**src/rtl/store_queue_drain_unit_if.sv**
```systemverilog
// store_queue_drain_unit_if: commit, SQ read, DCache write and release signals; master = drain unit, slave = its environment
interface store_queue_drain_unit_if #(
  parameter int SQ_ENTRY_NUM     = 16,
  parameter int COMMIT_WIDTH     = 2,
  parameter int BLOCK_ADDR_WIDTH = 30,
  parameter int DATA_WIDTH       = 32
);
  localparam int IW = $clog2(SQ_ENTRY_NUM);
  localparam int CW = $clog2(COMMIT_WIDTH + 1);
  localparam int BW = DATA_WIDTH / 8;
  logic [CW-1:0]               commitStoreNum;
  logic [IW-1:0]               sqReadIndex;
  logic [BLOCK_ADDR_WIDTH-1:0] sqReadBlockAddr;
  logic [BW-1:0]               sqReadByteWE;
  logic [DATA_WIDTH-1:0]       sqReadData;
  logic                        sqReadCondEnabled;
  logic                        dcWrReq;
  logic [BLOCK_ADDR_WIDTH+1:0] dcWrAddr;
  logic [DATA_WIDTH-1:0]       dcWrData;
  logic [BW-1:0]               dcWrByteWE;
  logic                        dcWrAck;
  logic                        dcWrMiss;
  logic                        releaseValid;
  logic [IW-1:0]               releaseIndex;
  logic                        committedStoreEmpty;
  modport master (
    input  commitStoreNum, sqReadBlockAddr, sqReadByteWE, sqReadData, sqReadCondEnabled, dcWrAck, dcWrMiss,
    output sqReadIndex, dcWrReq, dcWrAddr, dcWrData, dcWrByteWE, releaseValid, releaseIndex, committedStoreEmpty
  );
  modport slave (
    output commitStoreNum, sqReadBlockAddr, sqReadByteWE, sqReadData, sqReadCondEnabled, dcWrAck, dcWrMiss,
    input  sqReadIndex, dcWrReq, dcWrAddr, dcWrData, dcWrByteWE, releaseValid, releaseIndex, committedStoreEmpty
  );
endinterface

```
**src/rtl/store_queue_drain_unit.sv**
```systemverilog
// store_queue_drain_unit: drains committed stores from the SQ head into the DCache in order; ports clk, rst, sq (master modport)
module store_queue_drain_unit #(
  parameter int SQ_ENTRY_NUM     = 16,
  parameter int COMMIT_WIDTH     = 2,
  parameter int BLOCK_ADDR_WIDTH = 30,
  parameter int DATA_WIDTH       = 32,
  parameter int RETRY_DELAY      = 4
) (
  input logic clk,
  input logic rst,
  store_queue_drain_unit_if.master sq
);
  localparam int IW = $clog2(SQ_ENTRY_NUM);
  localparam int PW = IW + 1;
  localparam int SW = PW + 1;
  localparam int BW = DATA_WIDTH / 8;
  localparam int RW = $clog2(RETRY_DELAY + 1);
  typedef enum logic [1:0] {IDLE, READ, WRITE, WAIT_MISS} state_t;
  state_t                      state_q, state_d;
  logic [IW-1:0]               head_q, head_d, ridx_q, ridx_d;
  logic [PW-1:0]               pending_q, pending_d, avail;
  logic [SW-1:0]               pend_sum;
  logic [RW-1:0]               retry_q, retry_d;
  logic [BLOCK_ADDR_WIDTH-1:0] addr_q, addr_d;
  logic [DATA_WIDTH-1:0]       data_q, data_d;
  logic [BW-1:0]               be_q, be_d;
  logic                        rv_q, rv_d;
  always_comb begin
    state_d = state_q;
    head_d = head_q;
    ridx_d = ridx_q;
    retry_d = retry_q;
    addr_d = addr_q;
    data_d = data_q;
    be_d = be_q;
    rv_d = 1'b0;
    pend_sum = {1'b0, pending_q} + SW'(sq.commitStoreNum) - SW'(rv_q);
    pending_d = pend_sum[PW-1:0];
    // entries not yet released: the pending count lags a registered release by one cycle
    avail = pending_q - PW'(rv_q);
    case (state_q)
      IDLE: state_d = avail != '0 ? READ : IDLE;
      READ: begin
        addr_d = sq.sqReadBlockAddr;
        data_d = sq.sqReadData;
        be_d = sq.sqReadByteWE;
        if (!sq.sqReadCondEnabled) begin
          rv_d = 1'b1;
          ridx_d = head_q;
          head_d = head_q + IW'(1);
          state_d = avail > PW'(1) ? READ : IDLE;
        end else state_d = WRITE;
      end
      WRITE: begin
        if (sq.dcWrAck) begin
          rv_d = 1'b1;
          ridx_d = head_q;
          head_d = head_q + IW'(1);
          state_d = avail > PW'(1) ? READ : IDLE;
        end else if (sq.dcWrMiss) begin
          retry_d = RW'(RETRY_DELAY);
          state_d = WAIT_MISS;
        end
      end
      default: begin
        retry_d = retry_q - RW'(1);
        state_d = retry_q <= RW'(1) ? WRITE : WAIT_MISS;
      end
    endcase
  end
  always_ff @(posedge clk) begin
    if (rst) begin
      state_q <= IDLE;
      head_q <= '0;
      ridx_q <= '0;
      pending_q <= '0;
      retry_q <= '0;
      addr_q <= '0;
      data_q <= '0;
      be_q <= '0;
      rv_q <= 1'b0;
    end else begin
      assert (pend_sum <= SW'(SQ_ENTRY_NUM));
      assert (!(state_q == WRITE && sq.dcWrAck && sq.dcWrMiss));
      state_q <= state_d;
      head_q <= head_d;
      ridx_q <= ridx_d;
      pending_q <= pending_d;
      retry_q <= retry_d;
      addr_q <= addr_d;
      data_q <= data_d;
      be_q <= be_d;
      rv_q <= rv_d;
    end
  end
  assign sq.sqReadIndex = head_q;
  assign sq.dcWrReq = state_q == WRITE;
  assign sq.dcWrAddr = {addr_q, 2'b00};
  assign sq.dcWrData = data_q;
  assign sq.dcWrByteWE = be_q;
  assign sq.releaseValid = rv_q;
  assign sq.releaseIndex = ridx_q;
  assign sq.committedStoreEmpty = pending_q == '0 && state_q == IDLE;
endmodule

```
**src/flat_wrapper.sv**
```systemverilog
// flat-port wrapper written by rule: the top's interface ports become plain ports
module store_queue_drain_unit_flat 
#(
  parameter int SQ_ENTRY_NUM     = 16,
  parameter int COMMIT_WIDTH     = 2,
  parameter int BLOCK_ADDR_WIDTH = 30,
  parameter int DATA_WIDTH       = 32,
  parameter int RETRY_DELAY      = 4
)
  (clk, rst, sq_commitStoreNum, sq_sqReadBlockAddr, sq_sqReadByteWE, sq_sqReadData, sq_sqReadCondEnabled, sq_dcWrAck, sq_dcWrMiss, sq_sqReadIndex, sq_dcWrReq, sq_dcWrAddr, sq_dcWrData, sq_dcWrByteWE, sq_releaseValid, sq_releaseIndex, sq_committedStoreEmpty);
  store_queue_drain_unit_if #(.SQ_ENTRY_NUM(SQ_ENTRY_NUM), .COMMIT_WIDTH(COMMIT_WIDTH), .BLOCK_ADDR_WIDTH(BLOCK_ADDR_WIDTH), .DATA_WIDTH(DATA_WIDTH)) sq_i ();
  input logic clk;
  input logic rst;
  input wire logic [$bits(sq_i.commitStoreNum)-1:0] sq_commitStoreNum;
  input wire logic [$bits(sq_i.sqReadBlockAddr)-1:0] sq_sqReadBlockAddr;
  input wire logic [$bits(sq_i.sqReadByteWE)-1:0] sq_sqReadByteWE;
  input wire logic [$bits(sq_i.sqReadData)-1:0] sq_sqReadData;
  input wire logic [$bits(sq_i.sqReadCondEnabled)-1:0] sq_sqReadCondEnabled;
  input wire logic [$bits(sq_i.dcWrAck)-1:0] sq_dcWrAck;
  input wire logic [$bits(sq_i.dcWrMiss)-1:0] sq_dcWrMiss;
  output wire logic [$bits(sq_i.sqReadIndex)-1:0] sq_sqReadIndex;
  output wire logic [$bits(sq_i.dcWrReq)-1:0] sq_dcWrReq;
  output wire logic [$bits(sq_i.dcWrAddr)-1:0] sq_dcWrAddr;
  output wire logic [$bits(sq_i.dcWrData)-1:0] sq_dcWrData;
  output wire logic [$bits(sq_i.dcWrByteWE)-1:0] sq_dcWrByteWE;
  output wire logic [$bits(sq_i.releaseValid)-1:0] sq_releaseValid;
  output wire logic [$bits(sq_i.releaseIndex)-1:0] sq_releaseIndex;
  output wire logic [$bits(sq_i.committedStoreEmpty)-1:0] sq_committedStoreEmpty;
  assign sq_i.commitStoreNum = sq_commitStoreNum;
  assign sq_i.sqReadBlockAddr = sq_sqReadBlockAddr;
  assign sq_i.sqReadByteWE = sq_sqReadByteWE;
  assign sq_i.sqReadData = sq_sqReadData;
  assign sq_i.sqReadCondEnabled = sq_sqReadCondEnabled;
  assign sq_i.dcWrAck = sq_dcWrAck;
  assign sq_i.dcWrMiss = sq_dcWrMiss;
  assign sq_sqReadIndex = sq_i.sqReadIndex;
  assign sq_dcWrReq = sq_i.dcWrReq;
  assign sq_dcWrAddr = sq_i.dcWrAddr;
  assign sq_dcWrData = sq_i.dcWrData;
  assign sq_dcWrByteWE = sq_i.dcWrByteWE;
  assign sq_releaseValid = sq_i.releaseValid;
  assign sq_releaseIndex = sq_i.releaseIndex;
  assign sq_committedStoreEmpty = sq_i.committedStoreEmpty;
  store_queue_drain_unit #(.SQ_ENTRY_NUM(SQ_ENTRY_NUM), .COMMIT_WIDTH(COMMIT_WIDTH), .BLOCK_ADDR_WIDTH(BLOCK_ADDR_WIDTH), .DATA_WIDTH(DATA_WIDTH), .RETRY_DELAY(RETRY_DELAY)) u_core (.clk(clk), .rst(rst), .sq(sq_i));
endmodule
```
**config.mk**
```make
export PLATFORM = sky130hd
export DESIGN_NAME = store_queue_drain_unit_flat
export DESIGN_NICKNAME = d
export VERILOG_FILES = /design/src/rtl/store_queue_drain_unit_if.sv /design/src/rtl/store_queue_drain_unit.sv /design/src/flat_wrapper.sv
export SDC_FILE = /design/constraint.sdc
export NUM_CORES = 1
export LEC_CHECK = 0
export BUFFER_PORTS_ARGS = -buffer_cell sky130_fd_sc_hd__buf_2
export CAP_MARGIN = 20
export CORE_ASPECT_RATIO = 1.2
export CORE_MARGIN = 3
export CORE_UTILIZATION = 53
export CTS_BUF_LIST = sky130_fd_sc_hd__clkbuf_8
export CTS_CLUSTER_SIZE = 25
export DETAILED_ROUTE_END_ITERATION = 10
export GPL_ROUTABILITY_DRIVEN = 1
export PLACE_DENSITY_LB_ADDON = 0.12
export SYNTH_ARGS = -nofsm -noshare
export SYNTH_HDL_FRONTEND = slang
export SYNTH_SLANG_ARGS = --single-unit
```
**constraint.sdc**
```tcl
create_clock -name clk -period 4.95 [get_ports clk]
set_input_delay 1.485 -clock clk [delete_from_list [all_inputs] [get_ports clk]]
set_output_delay 1.485 -clock clk [all_outputs]
set_load 0.02 [all_outputs]
```
### Word-level counts from Yosys, hierarchy flattened

Cells that the tools add are included.

| word-level totals | value |
|---|---|
| input bits | 73 |
| register bits after elaboration | 85 |
| output and inout port bits | 79 |

| cells by class | value |
|---|---|
| eq/ne operators | 7 |
| mux-type cells | 19 |
| reductions and logical operators | 8 |
| $add $sub $neg | 5 |
| bitwise gates (word level) | 1 |
| magnitude comparators | 2 |

Operators with widths:

| cell | number |
|---|---|
| 2-to-1 mux 4 bit | 4 |
| one-hot mux 4 bit (2 select lines) | 2 |
| subtractor 5 x 1 -> 5 bit | 2 |
| != test 2 bit (second input constant) | 4 |
| 2-to-1 mux 2 bit | 3 |
| 2-to-1 mux 3 bit | 2 |
| one-hot mux 2 bit (3 select lines) | 1 |
| one-hot mux 3 bit (2 select lines) | 1 |
| AND reduction 3 bit | 2 |
| adder 5 x 2 -> 5 bit | 1 |
| > comparator 5 x 1 -> 1 bit (second input constant) | 1 |
| logical NOT 5 bit | 1 |
| 2-to-1 mux 1 bit | 5 |
| nonzero test 5 bit | 1 |
| adder 4 x 1 -> 4 bit (second input constant) | 1 |
| <= comparator 3 x 1 -> 1 bit (second input constant) | 1 |
| != test 3 bit (second input constant) | 1 |
| subtractor 3 x 1 -> 3 bit (second input constant) | 1 |
| equality test 2 x 1 -> 1 bit (second input constant) | 1 |
| equality test 2 bit (second input constant) | 1 |
| logical NOT 2 bit | 1 |
| one-hot mux 1 bit (2 select lines) | 1 |
| nonzero test 2 bit | 1 |
| OR reduction 2 bit | 1 |
| 2 further kinds | 2 |

### Longest topological paths before layout

Gate-level depths: netlist of run 1.

| depth | value |
|---|---|
| word-level depth | 5 |
| mapped depth | 10 |
| gate-level depth less buffers | 10 |

### Worst setup path before layout of run 1

Ideal clock, no wire load.

| timing path | value |
|---|---|
| path kind | flip-flop to output port |
| from | register u_core.state_q[0] |
| to | output port sq_committedStoreEmpty |
| required time | 3.465 ns |
| stages on the path, launching flop included | 5 |
| arrival time | 1.312 ns |
| path slack | 2.153 ns |
| cells stage by stage | dfxtp_1 -> inv_1 -> ha_1 -> nand2_1 -> nor4_1 |

| on the way | value |
|---|---|
| word-level cells in the longest chain between the ends | 2 |

Ends and longest elaborated chain:

| item | RTL line | source |
|---|---|---|
| from (decl) | store_queue_drain_unit.sv:19 | `state_t state_q, state_d;` |
| from (signal assigned) | store_queue_drain_unit.sv:85 | `state_q <= state_d;` |
| logical NOT 2 bit | store_queue_drain_unit.sv:103 | `assign sq.committedStoreEmpty = pending_q == '0 && state_q == IDLE;` |
| logical AND 1 bit | store_queue_drain_unit.sv:103 |  |
| to (decl) | flat_wrapper.sv:28 | `output wire logic [$bits(sq_i.committedStoreEmpty)-1:0] sq_committedStoreEmpty;` |

Every way passes these cells.

### Worst setup path after layout of run 1

| timing path | value |
|---|---|
| from | register u_core.state_q[0] |
| to | output port sq_dcWrReq |

| on the way | value |
|---|---|
| word-level cells in the longest chain between the ends | 1 |

Ends and longest elaborated chain:

| item | RTL line | source |
|---|---|---|
| equality test 2 bit | store_queue_drain_unit.sv:97 | `assign sq.dcWrReq = state_q == WRITE;` |
| to (decl) | flat_wrapper.sv:22 | `output wire logic [$bits(sq_i.dcWrReq)-1:0] sq_dcWrReq;` |

Every way passes these cells.

==> flow_metrics.env, run 1 <==
export IMPL_synth_seq_area_share_pct=48.5
export IMPL_routed_wl_microns=7340
export IMPL_path_clk_slew_ps=80
export IMPL_wire_per_inst_microns=12.8
export IMPL_vias=2827
export IMPL_ys_warn_count=0
export IMPL_clock_path_buffers=2
export IMPL_min_path_type="flip-flop to flip-flop"
export IMPL_period_minus_slack_ps=3070
export IMPL_post_route_drc_count=0
export IMPL_core_area_sq_um=6210
export IMPL_layout_nets=576
export IMPL_grt_pass1_wl_microns=11500
export IMPL_arrival_ps=1590
export IMPL_cts_tree="yes"
export IMPL_required_ps=3460
export IMPL_maxClockFrequency_mhz=326
export IMPL_cts_root_buf="clkbuf_8"
export IMPL_grt_usage_pct=18.8
export IMPL_crit_chain="inv_1, ha_1, buf_2"
export IMPL_path_max_fanout=11
export IMPL_worst_slack_ps=1880
export IMPL_drive_gt1_share_pct=34.8
export IMPL_slew_violations=0
export IMPL_rows=31
export IMPL_post_cts_buffers=0
export IMPL_crit_slowest_cell="ha_1"
export IMPL_gr_usage_met2_pct=31.6
export IMPL_p_leak_nw=2.21
export IMPL_worstSetupEndpointType="output pin"
export IMPL_finalHoldViolations=0
export IMPL_synthesis_area_sq_um=3510
export IMPL_htree_num_levels=3
export IMPL_setup_tns_ps=0
export IMPL_tightest_slew_ps=1000
export IMPL_dieArea_sq_um=7640
export IMPL_ys_ff_latch=85
export IMPL_drv_cap=0
export IMPL_finalSetupViolations=0
export IMPL_first_pass_iters=4
export IMPL_area_delta_synth_final_pct=27.1
export IMPL_path_class="flip-flop to output pin"
export IMPL_gp_congestion=0.795
export IMPL_fin_util_pct=71.9
export IMPL_clock_sinks=85
export IMPL_clock_latency_ps=340
export IMPL_antenna_found_initial=0
export IMPL_ctsResizeCount=0
export IMPL_grt_use_met1_pct=22.1
export IMPL_timing_critical_path_buf_inv=2
export IMPL_io_pins=152
export IMPL_grtUsageMet3_pct=6.14
export IMPL_overflow=0
export IMPL_drt_initial_drc_count=97
export IMPL_grt_setup_unrepaired="false"
export IMPL_powerDensity_nw_per_um2=553
export IMPL_place_ws_ps=1920
export IMPL_max_vdd_ir_drop_mv=0.306
export IMPL_grt_max_degree=59
export IMPL_slew_headroom_pct=33.0
export IMPL_synth_avg_cell_area_sq_um=10.1
export IMPL_fin_crit_sh_pct=62.0
export IMPL_cts_inserted_buffers=9
export IMPL_dieHeight_microns=95.1
export IMPL_path_delay_family="adder cells"
export IMPL_dp_hpwl_microns=5470
export IMPL_post_synth_num_cell_types=39
export IMPL_worst_clock_skew_ps=7.77
export IMPL_ant_nets=0
export IMPL_first_global_vias=2672
export IMPL_die_width_microns=80.3
export IMPL_start_kind="flip-flop"
export IMPL_io_buffers=149
export IMPL_cpPeakStageDelay_ps=510
export IMPL_detail_route_vias_per_cell=4.93
export IMPL_cts_hold_fix_buffers=0
export IMPL_diodes=0
export IMPL_syn_inst=346
export IMPL_initial_core_util_pct=56.5
export IMPL_top_usage_layer="met2"
export IMPL_status="finished clean"
export IMPL_power_mw=2.47
-- sequential cells by signal, summed over array words and instances (netlist names) --
name / count
u_core.sq.releaseValid: 1
u_core.retry_q: 3
u_core.sq.releaseIndex: 4
u_core.sq.dcWrByteWE: 4
u_core.pending_q: 5
u_core.state_q: 2
u_core.sq.sqReadIndex: 4
u_core.sq.dcWrData: 32
u_core.addr_q: 30
-- Yosys cell counts --
cell	instances	share of area, %
dfxtp_1	85	49
nor2_1	82	8.8
mux2i_1	71	20
ha_1	15	5.3
inv_1	15	1.6
a21oi_1	6	0.86
buf_2	6	0.86
buf_4	6	1.3
buf_6	5	1.6
nand2_1	5	0.54
clkbuf_1	4	0.43
nor2b_1	4	0.71
xnor2_1	4	1.0
nand3_1	3	0.43
nor3_1	3	0.43
nor3b_1	3	0.64
a31oi_1	2	0.36
nand2b_1	2	0.36
nor4_1	2	0.36
o21bai_1	2	0.43
o22ai_1	2	0.36
or3_1	2	0.36
a211o_2	1	0.29
a211oi_1	1	0.21
a21o_1	1	0.21
and2_1	1	0.18
buf_1	1	0.11
conb_1	1	0.11
fa_1	1	0.57
nand2b_4	1	0.39
o2111a_1	1	0.32
o211a_1	1	0.29
o211ai_1	1	0.21
o211ai_4	1	0.61
o21a_1	1	0.21
o21ai_0	1	0.14
o311ai_0	1	0.25
or2_2	1	0.18
xor2_1	1	0.25
-- kinds of logic (layout without fill, tap and decap cells) --
kind of cell	Yosys count	count (layout)	share of synthesized area, %
adders and majority gates	16	16	5.92
other	1	2	0.107
and+or+nand+nor	109	109	13.3
muxes	71	71	20.3
DFF	85	85	48.5
xor gates and xnor gates	5	5	1.25
buffers and inverters	37	182	5.88
AOI/OAI and AO/OA	22	22	4.74
-- report_power, final --
group	total (mW)	internal (mW)	leakage, nW	switching, mW
Combinational	1.01	0.435	1.41	0.571
Clock	0.531	0.288	0.109	0.244
Sequential	0.930	0.838	0.696	0.0920
-- worst min-delay path: cells and delay by family, from the launching register on --
family           cells  cell delay (ps)
and+or+nand+nor      1               70
muxes                1               60
DFF                  1              330
-- final cells by class --
| class | count | area, sq um |
|---|---|---|
| fillers | 501 | 1750 |
| clock buffers | 9 | 124 |
| well taps | 82 | 103 |
| clock inverters | 7 | 98.8 |
| multi-input cells | 225 | 1620 |
| repair buffers | 151 | 761 |
| inverters | 15 | 56.3 |
| flip-flops and latches | 85 | 1700 |
-- metrics by stage --
| step | hold slack (ps) | area, sq um | instances |
|---|---|---|---|
| 6_report | 490 | 4460 | 574 |
| 5_1_grt | 525 | 4460 | 574 |
| 4_1_cts | 497 | 4460 | 574 |
| 3_5_place_dp | 476 | 4240 | 558 |
| 3_3_place_gp | 466 | 4240 | 558 |
| 2_1_floorplan | 456 | 3510 | 347 |
-- per-layer routing --
metal  share of wire [%]  routed length [microns]
met1                  42                     3050
met2                  48                     3550
met3                 8.6                      631
met4                 1.5                      111
met5                   0                        0
-- path summary, 6_finish.rpt --
check,from,slack (ps),cells past startpoint,to
max,u_core.state_q[0]$_SDFFE_PP0P_,1880,3,sq_dcWrReq
min,u_core.sq.releaseIndex[0]$_SDFFE_PP0P_,490,2,u_core.sq.releaseIndex[0]$_SDFFE_PP0P_
max reg2reg,u_core.state_q[1]$_SDFFE_PP0P_,2590,6,u_core.state_q[0]$_SDFFE_PP0P_
min reg2reg,u_core.sq.releaseIndex[0]$_SDFFE_PP0P_,490,2,u_core.sq.releaseIndex[0]$_SDFFE_PP0P_
-- cell usage in the layout, fill, tap and decap left out, types with 3 or more instances in the layout --
cell type,instances
a21oi_1,6
buf_2,149
clkbuf_8,9
dfxtp_1,85
ha_1,14
inv_1,16
mux2i_1,71
nand2_1,5
nand3_1,3
nor2_1,82
nor2b_1,4
nor3_1,3
nor3b_1,3
xnor2_1,4
No activity file was read; power rests on OpenSTA's default activity.
==> run 2: changes to the inputs <==
- CORE_UTILIZATION: 53 -> 44
- clock period: 4.95 -> 2.8 ns (I/O delays scaled with it)
==> run 2 against run 1 <==
  * Largest power group unchanged
  * Core utilization fell by 14 points
  * Combinational power rose by 78%
  * Largest cell class unchanged
  * Final area grew 0.34%
  * Sequential power rose by 76%
  * First-iteration DRC count fell by 45%
  * Via count down 1.2%
  * Routed wire length up 1.9%
  * Cell count increased by 1.7%
  * Critical path type unchanged
==> flow_metrics.env, run 2 (synthesis gave the netlist of run 1 again) <==
export IMPL_status="finished clean"
export IMPL_slew_headroom_pct=58.9
export IMPL_setup_tns_ps=0
export IMPL_grt_pass1_wl_microns=12400
export IMPL_timing_critical_path_buf_inv=2
export IMPL_finalHoldViolations=0
export IMPL_initial_core_util_pct=45.5
export IMPL_core_area_sq_um=7710
export IMPL_period_minus_slack_ps=2400
export IMPL_path_delay_family="adder cells"
export IMPL_drv_cap=0
export IMPL_post_cts_buffers=0
export IMPL_cts_inserted_buffers=9
export IMPL_dp_cells=569
export IMPL_path_class="flip-flop to output pin"
export IMPL_finalSetupViolations=0
export IMPL_io_buffers=149
export IMPL_antenna_found_initial=0
export IMPL_grt_max_degree=55
export IMPL_final_common_cell="buf_2"
export IMPL_first_pass_iters=5
export IMPL_maxClockFrequency_mhz=417
export IMPL_crit_chain="inv_1, ha_1, buf_2"
export IMPL_ctsResizeCount=0
export IMPL_ant_nets=0
export IMPL_required_ps=1960
export IMPL_slew_violations=0
export IMPL_drt_initial_drc_count=53
export IMPL_htree_num_levels=3
export IMPL_drive_gt1_share_pct=35.0
export IMPL_path_max_fanout=11
export IMPL_dieArea_sq_um=9090
export IMPL_grt_usage_pct=17.0
export IMPL_power_mw=4.30
export IMPL_clock_path_buffers=2
export IMPL_timing_hold_ws_ps=491
export IMPL_routed_wl_microns=7480
export IMPL_cts_root_buf="clkbuf_8"
export IMPL_start_kind="flip-flop"
export IMPL_io_pins=152
export IMPL_cpPeakStageDelay_ps=480
export IMPL_powerDensity_nw_per_um2=960
export IMPL_crit_slowest_cell="ha_1"
export IMPL_vias=2793
export IMPL_cts_hold_fix_buffers=0
export IMPL_area_delta_synth_final_pct=27.6
export IMPL_r2r_setup_slack_ps=880
export IMPL_fin_crit_sh_pct=85.7
export IMPL_gp_congestion=0.753
export IMPL_final_cell_mix="buf_2 (149), dfxtp_1 (85), nor2_1 (82)"
export IMPL_first_global_vias=2845
export IMPL_clock_sinks=85
export IMPL_tightest_slew_ps=616
export IMPL_layout_nets=577
export IMPL_wire_per_inst_microns=12.8
export IMPL_post_route_drc_count=0
export IMPL_worstSetupEndpointType="output pin"
export IMPL_min_path_type="flip-flop to flip-flop"
export IMPL_rows=35
export IMPL_clock_latency_ps=340
export IMPL_largest_reg_flops=32
export IMPL_dp_hpwl_microns=5540
export IMPL_path_clk_slew_ps=80
export IMPL_max_vdd_ir_drop_mv=0.530
export IMPL_worst_clock_skew_ps=10.7
export IMPL_die_width_microns=87.5
export IMPL_diodes=0
export IMPL_dieHeight_microns=104
export IMPL_overflow=0
export IMPL_arrival_ps=1560
export IMPL_p_leak_nw=2.21
export IMPL_final_instance_count_excl_fill=584
export IMPL_cts_tree="yes"
export IMPL_detail_route_vias_per_cell=4.78
export IMPL_grt_setup_unrepaired="false"
[run 2: cell count changes in the layout (fill, tap and decap cells not counted)]
cell / previous run / this run
buf_12: 0 / 2
inv_6: 1 / 3
buf_4: 2 / 1
bufinv_16: 2 / 1
clkinv_2: 0 / 1
clkinvlp_4: 2 / 1
inv_1: 16 / 15
inv_8: 1 / 0
[run 2: per-layer routing]
metal	up-vias	global-route usage (%)	share of wire, %
met5	-	0	0
met4	0	8.00	2.9
met3	19	5.09	8.6
met2	103	28.2	48
met1	1239	19.4	41
li1	1432	-	-
[run 2: layout make-up]
cell class                      count  area, sq um
Clock inverter                      6         68.8
Inverter                           15         56.3
Sequential cell                    85         1700
Tap cell                           92          115
Fill cell                         735         3230
Multi-Input combinational cell    225         1620
Clock buffer                        9          124
Timing Repair Buffer              152          793
[run 2: path summary, 6_finish.rpt]
path | from | end | depth (start not counted)
max | u_core.state_q[0]$_SDFFE_PP0P_ | sq_dcWrReq | 3
min | u_core.sq.dcWrData[22]$_SDFFE_PP0P_ | u_core.sq.dcWrData[22]$_SDFFE_PP0P_ | 2
max reg2reg | u_core.pending_q[0]$_SDFF_PP0_ | u_core.pending_q[4]$_SDFF_PP0_ | 10
min reg2reg | u_core.sq.dcWrData[22]$_SDFFE_PP0P_ | u_core.sq.dcWrData[22]$_SDFFE_PP0P_ | 2
[run 2: report_power, final]
group	internal, mW	switching, mW
clock	0.415	0.438
sequential	1.48	0.162
combinational	0.790	1.01
[run 2: tightest hold or removal path, cell delays in order (launching register included)]
cell     delay (ps)
dfxtp_1         330
mux2i_1          60
nor2_1           70
[run 2: stage by stage]
step	utilization (%)	cell area [sq um]	worst slack [ps]
floorplan	-	3510	648
global placement	55.6	4280	496
detailed placement	55.6	4280	466
CTS	58.1	4480	376
global route	58.1	4480	274
finish	58.1	4480	399
